$ cat src/rtl/top_pkg.sv
// rtl/top_pkg.sv - shared CSI lane count and lane data/valid types
package top_pkg;
  localparam int NUM_LANE = 2;
  typedef logic [NUM_LANE*8-1:0] lane_data_t;
  typedef logic [NUM_LANE-1:0]   lane_vld_t;
endpackage

$ cat src/rtl/csi_tx_align_word.sv
// rtl/csi_tx_align_word.sv - CSI-2 TX word framer: HS-prepare, 0xB8 sync, payload, HS-trail, LP gap
//
// Ports:
//   byte_clock, reset (sync, active-high)
//   enable        - gates packet start only
//   pkt_valid_in / word_in / word_last_in / byte_en_last / ready_out - packet word stream
//   hs_req_out    - lanes in HS mode (prepare through trail)
//   word_out / valid_out - per-lane byte and valid to the serializers
//   underrun_out  - 1-cycle pulse when pkt_valid_in drops mid-packet
//   busy_out      - framer not idle
//   skew_taps     - (CSI_TX_SKEW_INJECT_EN only) per-lane output delay 0..2 cycles
//
// Optional feature macro: CSI_TX_SKEW_INJECT_EN
// Output registers are loaded from the state held during the previous cycle,
// so each output cycle shows what the state machine did one cycle earlier.
module csi_tx_align_word
  import top_pkg::*;
#(
  parameter int HS_PREP   = 3,
  parameter int TRAIL_LEN = 2,
  parameter int LP_GAP    = 4
) (
  input  logic                    byte_clock,
  input  logic                    reset,
`ifdef CSI_TX_SKEW_INJECT_EN
  input  logic [NUM_LANE*2-1:0]   skew_taps,
`endif
  input  logic                    enable,
  input  logic                    pkt_valid_in,
  input  lane_data_t              word_in,
  input  logic                    word_last_in,
  input  logic [NUM_LANE-1:0]     byte_en_last,
  output logic                    ready_out,
  output logic                    hs_req_out,
  output lane_data_t              word_out,
  output lane_vld_t               valid_out,
  output logic                    underrun_out,
  output logic                    busy_out
);

  localparam int PW = $clog2(HS_PREP + 1);
  localparam int TW = $clog2(TRAIL_LEN + 1);
  localparam int GW = $clog2(LP_GAP + 1);

  typedef enum logic [2:0] {S_IDLE, S_PREP, S_SYNC, S_DATA, S_TRAIL, S_GAP} state_t;

  state_t              state_q, state_d;
  logic [PW-1:0]       prep_cnt_q, prep_cnt_d;
  logic [TW-1:0]       trail_cnt_q, trail_cnt_d;
  logic [GW-1:0]       gap_cnt_q, gap_cnt_d;
  lane_vld_t           last_msb_q, last_msb_d;   // MSB of last byte sent per lane
  lane_data_t          word_q, word_d;
  lane_vld_t           vld_q, vld_d;
  logic                hs_q, hs_d;
  logic                underrun_q, underrun_d;
  logic                busy_q, busy_d;

  assign ready_out    = (state_q == S_DATA);
  assign underrun_out = underrun_q;
  assign busy_out     = busy_q;

  always_comb begin
    state_d     = state_q;
    prep_cnt_d  = prep_cnt_q;
    trail_cnt_d = trail_cnt_q;
    gap_cnt_d   = gap_cnt_q;
    last_msb_d  = last_msb_q;
    word_d      = '0;
    vld_d       = '0;
    hs_d        = 1'b0;
    underrun_d  = 1'b0;
    busy_d      = (state_q != S_IDLE);
    case (state_q)
      S_IDLE: begin
        if (enable && pkt_valid_in) begin
          state_d    = S_PREP;
          prep_cnt_d = PW'(HS_PREP - 1);
        end
      end
      S_PREP: begin
        hs_d = 1'b1;
        if (prep_cnt_q == '0) state_d = S_SYNC;
        else                  prep_cnt_d = prep_cnt_q - 1'b1;
      end
      S_SYNC: begin
        hs_d       = 1'b1;
        word_d     = {NUM_LANE{8'hB8}};
        vld_d      = '1;
        last_msb_d = '1;    // sync byte 0xB8 has MSB set
        state_d    = S_DATA;
      end
      S_DATA: begin
        hs_d = 1'b1;
        if (!pkt_valid_in) begin
          underrun_d  = 1'b1;
          state_d     = S_TRAIL;
          trail_cnt_d = TW'(TRAIL_LEN);
        end else begin
          vld_d = '1;
          for (int i = 0; i < NUM_LANE; i++) begin
            if (!word_last_in || byte_en_last[i]) begin
              word_d[i*8 +: 8] = word_in[i*8 +: 8];
              last_msb_d[i]    = word_in[i*8 + 7];
            end else begin
              // lane without payload on the last word starts its trail now
              word_d[i*8 +: 8] = {8{~last_msb_q[i]}};
            end
          end
          if (word_last_in) begin
            state_d     = S_TRAIL;
            trail_cnt_d = TW'(TRAIL_LEN);
          end
        end
      end
      S_TRAIL: begin
        hs_d = 1'b1;
        // TRAIL_LEN trail bytes, then one HS-exit cycle with lanes idle
        if (trail_cnt_q != '0) begin
          vld_d = '1;
          for (int i = 0; i < NUM_LANE; i++) word_d[i*8 +: 8] = {8{~last_msb_q[i]}};
          trail_cnt_d = trail_cnt_q - 1'b1;
        end else begin
          state_d   = S_GAP;
          gap_cnt_d = GW'(LP_GAP - 1);
        end
      end
      S_GAP: begin
        if (gap_cnt_q == '0) state_d = S_IDLE;
        else                 gap_cnt_d = gap_cnt_q - 1'b1;
      end
      default: state_d = S_IDLE;
    endcase
  end

  always_ff @(posedge byte_clock) begin
    if (reset) begin
      state_q     <= S_IDLE;
      prep_cnt_q  <= '0;
      trail_cnt_q <= '0;
      gap_cnt_q   <= '0;
      last_msb_q  <= '0;
      word_q      <= '0;
      vld_q       <= '0;
      hs_q        <= 1'b0;
      underrun_q  <= 1'b0;
      busy_q      <= 1'b0;
    end else begin
      state_q     <= state_d;
      prep_cnt_q  <= prep_cnt_d;
      trail_cnt_q <= trail_cnt_d;
      gap_cnt_q   <= gap_cnt_d;
      last_msb_q  <= last_msb_d;
      word_q      <= word_d;
      vld_q       <= vld_d;
      hs_q        <= hs_d;
      underrun_q  <= underrun_d;
      busy_q      <= busy_d;
    end
  end

`ifdef CSI_TX_SKEW_INJECT_EN
  logic [NUM_LANE*2-1:0] taps_q, taps_d;
  lane_data_t            word_p1_q, word_p2_q;
  lane_vld_t             vld_p1_q, vld_p2_q;
  logic                  hs_p1_q, hs_p2_q;
  logic [1:0]            max_tap;

  always_comb begin
    taps_d = taps_q;
    if (state_q == S_IDLE && enable && pkt_valid_in) begin
      for (int i = 0; i < NUM_LANE; i++)
        taps_d[i*2 +: 2] = (skew_taps[i*2 +: 2] == 2'd3) ? 2'd2 : skew_taps[i*2 +: 2];
    end
  end

  always_ff @(posedge byte_clock) begin
    if (reset) begin
      taps_q    <= '0;
      word_p1_q <= '0;
      word_p2_q <= '0;
      vld_p1_q  <= '0;
      vld_p2_q  <= '0;
      hs_p1_q   <= 1'b0;
      hs_p2_q   <= 1'b0;
    end else begin
      taps_q    <= taps_d;
      word_p1_q <= word_q;
      word_p2_q <= word_p1_q;
      vld_p1_q  <= vld_q;
      vld_p2_q  <= vld_p1_q;
      hs_p1_q   <= hs_q;
      hs_p2_q   <= hs_p1_q;
    end
  end

  always_comb begin
    word_out  = '0;
    valid_out = '0;
    max_tap   = 2'd0;
    for (int i = 0; i < NUM_LANE; i++) begin
      case (taps_q[i*2 +: 2])
        2'd0: begin word_out[i*8 +: 8] = word_q[i*8 +: 8];    valid_out[i] = vld_q[i];    end
        2'd1: begin word_out[i*8 +: 8] = word_p1_q[i*8 +: 8]; valid_out[i] = vld_p1_q[i]; end
        default: begin word_out[i*8 +: 8] = word_p2_q[i*8 +: 8]; valid_out[i] = vld_p2_q[i]; end
      endcase
      if (taps_q[i*2 +: 2] > max_tap) max_tap = taps_q[i*2 +: 2];
    end
    // keep HS mode up until the most-delayed lane has drained its trail
    hs_req_out = hs_q | ((max_tap != 2'd0) & hs_p1_q) | ((max_tap == 2'd2) & hs_p2_q);
  end
`else
  assign word_out   = word_q;
  assign valid_out  = vld_q;
  assign hs_req_out = hs_q;
`endif

endmodule
$ cat config.mk
export PLATFORM = sky130hd
export DESIGN_NAME = csi_tx_align_word
export DESIGN_NICKNAME = d
export VERILOG_FILES = /design/src/rtl/top_pkg.sv /design/src/rtl/csi_tx_align_word.sv
export SDC_FILE = /design/constraint.sdc
export NUM_CORES = 1
export LEC_CHECK = 0
export BUFFER_PORTS_ARGS = -buffer_cell sky130_fd_sc_hd__clkbuf_2
export CAP_MARGIN = 10
export CORE_MARGIN = 5
export CORE_UTILIZATION = 45
export CTS_CLUSTER_SIZE = 14
export DETAILED_ROUTE_END_ITERATION = 10
export MAX_ROUTING_LAYER = met4
export PLACE_DENSITY = 0.69
export SLEW_MARGIN = 5
export SYNTH_ARGS = -nofsm -noshare
export SYNTH_HDL_FRONTEND = slang
export SYNTH_SLANG_ARGS = --single-unit
$ cat constraint.sdc
create_clock -name byte_clock -period 4 [get_ports byte_clock]
set_input_delay 0 -clock byte_clock [delete_from_list [all_inputs] [get_ports byte_clock]]
set_output_delay 0 -clock byte_clock [all_outputs]
set_load 0.01 [all_outputs]
==> impl_results.md <==
- Status: finished clean
- Via count: 1439
- Total clock sinks: 32
- FF/Latch Area: ~640 µm²
- Iter 0 DRT Violations: 58
- Fmax: 522 MHz
- Clock Path Buffers: 2
- Antenna violations before repair: 0
- WS Path Type: flip-flop to flip-flop
- N_diodes: 0
- Starting Density: 0.460
- Normalized max-slew margin: 0.482
- DRC viols: 0
- Critical Path AT: 2.06 ns
- Hold Path Class: input port to flip-flop
- Gr ovfl total: 0
- Mapped Nets: 215
- CP Capture Type: flip-flop
- Root buffer cell: clkbuf_8
- Footprint of the multi-input gates: ~910 µm²
- Skew final: about 0.0011 ns
- Final TNS setup: 0 ns
- FILL cells: 338
- Worst vdd ir: 0.338 mV
- Worst-path clk slew: roughly 0.060 ns
- HPWL after DPL: approximately 2.6 mm
- Cell count after synthesis: 188
- Routed Antenna Nets: 0
- Cts bufs inserted: 5
- Netlist Area Pre-Place: approximately 0.0017 mm²
- Fin cells: 283
- Die Span Y: ~71 µm
- PortBufs: between 40 and 50
- Rows: 22
- First-pass GRT wire length: 6.26 mm
- Pwr dens: 494 mW/mm²
- Commonest non-fill, non-tap cell in the layout: clkbuf_2
- Seq cells post-synth: 32
- Final worst path period share: 0.479
- CTS HTree Levels: 2
- Max FO, Critical Path: 18
- Register area share after synthesis: 0.384
- Final critical-path required period: 1.92 ns
- Layout cells sized above 1: 0.332
- Final wirelength: 3.59 mm
- Req. time, crit path: 4.14 ns
- Routed len/inst: 12.7 µm
- CTS tree: yes
- Cells after DPL: 267
- Synth cell types: 44
- RD Place Congestion: 0.757
- Top layer in use: met4
- Synth-to-Final Area Change: 21.9%
- Top Ports: 45
- Die X-Extent: 70.9 µm
- Met2 WL: 1.65 mm
- Static leakage: 0.846 nW
- Slew Viols, Final: 0
- Met3 wire len: approximately 260 µm
- Die ar.: about 0.0050 mm²
- RSZ-0062 raised after global routing: false
- DRT Pass-1 Iters: 4
- Most frequent cells in the layout: clkbuf_2, dfxtp_1, a21oi_1
- Tot GR Track Use: 0.157
- Vias per cell: 5.08
- CP startpoint kind: flip-flop
- Largest net degree at the start of global routing: 21
- Post-CTS setup buffer count: 0
- Metal-1 WL: 1.63 mm
- Final hold vios: 0
- Setup violators final: 0
- Number of global-route vias before repair: 1371
- Worst Max-Slew Pin Slew: about 0.78 ns
- Nets@finish: 261
- Core Region: 0.00363 mm²
- Mean post-synth cell area: 8.88 µm²
- MaxCap Viol Count: 0
- Ys Warns: 0
- Insertion delay to the later sink of the worst-skew pair: 0.28 ns
==> cells by family after synthesis <==
family	after synthesis	synth area share
AO/OA/AOI/OAI	53	0.221
flip-flops	32	0.384
buffers and inverters	22	0.0727
AND/OR/NAND/NOR	75	0.282
XOR/XNOR	2	0.0105
adder cells (fa/ha/maj)	4	0.0300
==> registers in the layout, summed over array words and instances, names as in the netlist <==
signal	count
valid_out	1
underrun_out	1
hs_req_out	1
gap_cnt_q	3
busy_out	1
state_q	3
word_out	16
trail_cnt_q	2
last_msb_q	2
prep_cnt_q	2
==> synth_stat cells <==
master    count  area share
dfxtp_1      32        0.38
a21oi_1      20       0.060
nor2_1       13       0.029
a21oi_2      12       0.063
nand2_1      12       0.027
a21o_1        9       0.040
inv_1         9       0.020
nor3_1        8       0.024
nand2b_1      6       0.022
nor2_2        5       0.019
buf_2         4       0.012
ha_1          4       0.030
nand3b_1      4       0.018
a211oi_1      3       0.013
and3_1        3       0.011
buf_4         3       0.013
buf_6         3       0.020
clkbuf_1      3      0.0067
nand4_1       3       0.011
nor2b_1       3       0.011
and2_1        2      0.0075
and4b_1       2       0.012
nor3b_2       2       0.015
o21ai_0       2      0.0060
or4b_4        2       0.016
a21oi_4       1      0.0097
a311oi_1      1      0.0052
a31oi_1       1      0.0037
and4_1        1      0.0052
nand2b_4      1      0.0082
nand3_1       1      0.0030
nand4b_1      1      0.0052
nor2_4        1      0.0067
nor2_8        1       0.012
nor3b_1       1      0.0045
nor4_1        1      0.0037
o211ai_1      1      0.0045
o21ba_2       1      0.0060
o21bai_1      1      0.0045
o31ai_1       1      0.0045
or2_1         1      0.0037
or4b_1        1      0.0060
xnor2_1       1      0.0052
xor2_1        1      0.0052
==> worst max-delay path, cell delays in order (launching register included) <==
cell and delay [ns]:
dfxtp_1 0.74, nor2_2 0.14, a21oi_1 0.17, or2_1 0.62, nor2_1 0.10
==> metal layers <==
| layer | global-route usage | vias to the layer above |
|---|---|---|
| met2 | 0.248 | 45 |
| met5 | - | - |
| met1 | 0.190 | 644 |
| met4 | 0.0689 | 0 |
| met3 | 0.0369 | 5 |
| li1 | - | 745 |
==> through the flow <==
stage                     cell area, µm²  utilization  setup slack (ns)  hold slack, ns  power [W]
after floorplan                     1670            -              2.45           0.153   0.000705
after global placement              1860        0.513              2.17           0.246   0.000751
after detailed placement            1860        0.513              2.13           0.244   0.000752
after CTS                           2040        0.560              2.11          0.0515    0.00101
after global routing                2040        0.560              1.87          0.0529    0.00109
final                               2040        0.560              2.08          0.0470    0.00100
==> report_power, final <==
part           internal [W]  switching (W)  leakage, nW  total [W]
clock              0.000137       0.000114       0.0510   0.000251
combinational      0.000143       0.000182        0.536   0.000325
sequential         0.000359      0.0000704        0.259   0.000429
total              0.000639       0.000366        0.846    0.00100
==> timing repair <==
item                      CTS  global route
hold endpoints to repair    8             0
resized for setup           0             0
hold buffers                8             0
==> final timing paths <==
kind	from	to	slack (ns)	cells after the start
worst max-delay path	state_q[0]	word_out[3]	2.08	4
worst min-delay path	pkt_valid_in	underrun_out	0.05	2
worst max register to register	state_q[0]	word_out[3]	2.08	4
worst min register to register	gap_cnt_q[0]	gap_cnt_q[0]	0.48	1
==> final cells by class <==
type | count | share of cell area
clock buffers | 6 | 0.0406
clock inverters | 2 | 0.00492
inverters | 9 | 0.0166
multi-input cells | 134 | 0.446
flip-flops and latches | 32 | 0.315
well taps | 48 | 0.0295
repair buffers | 52 | 0.148
No activity file was read; power rests on OpenSTA's default activity.
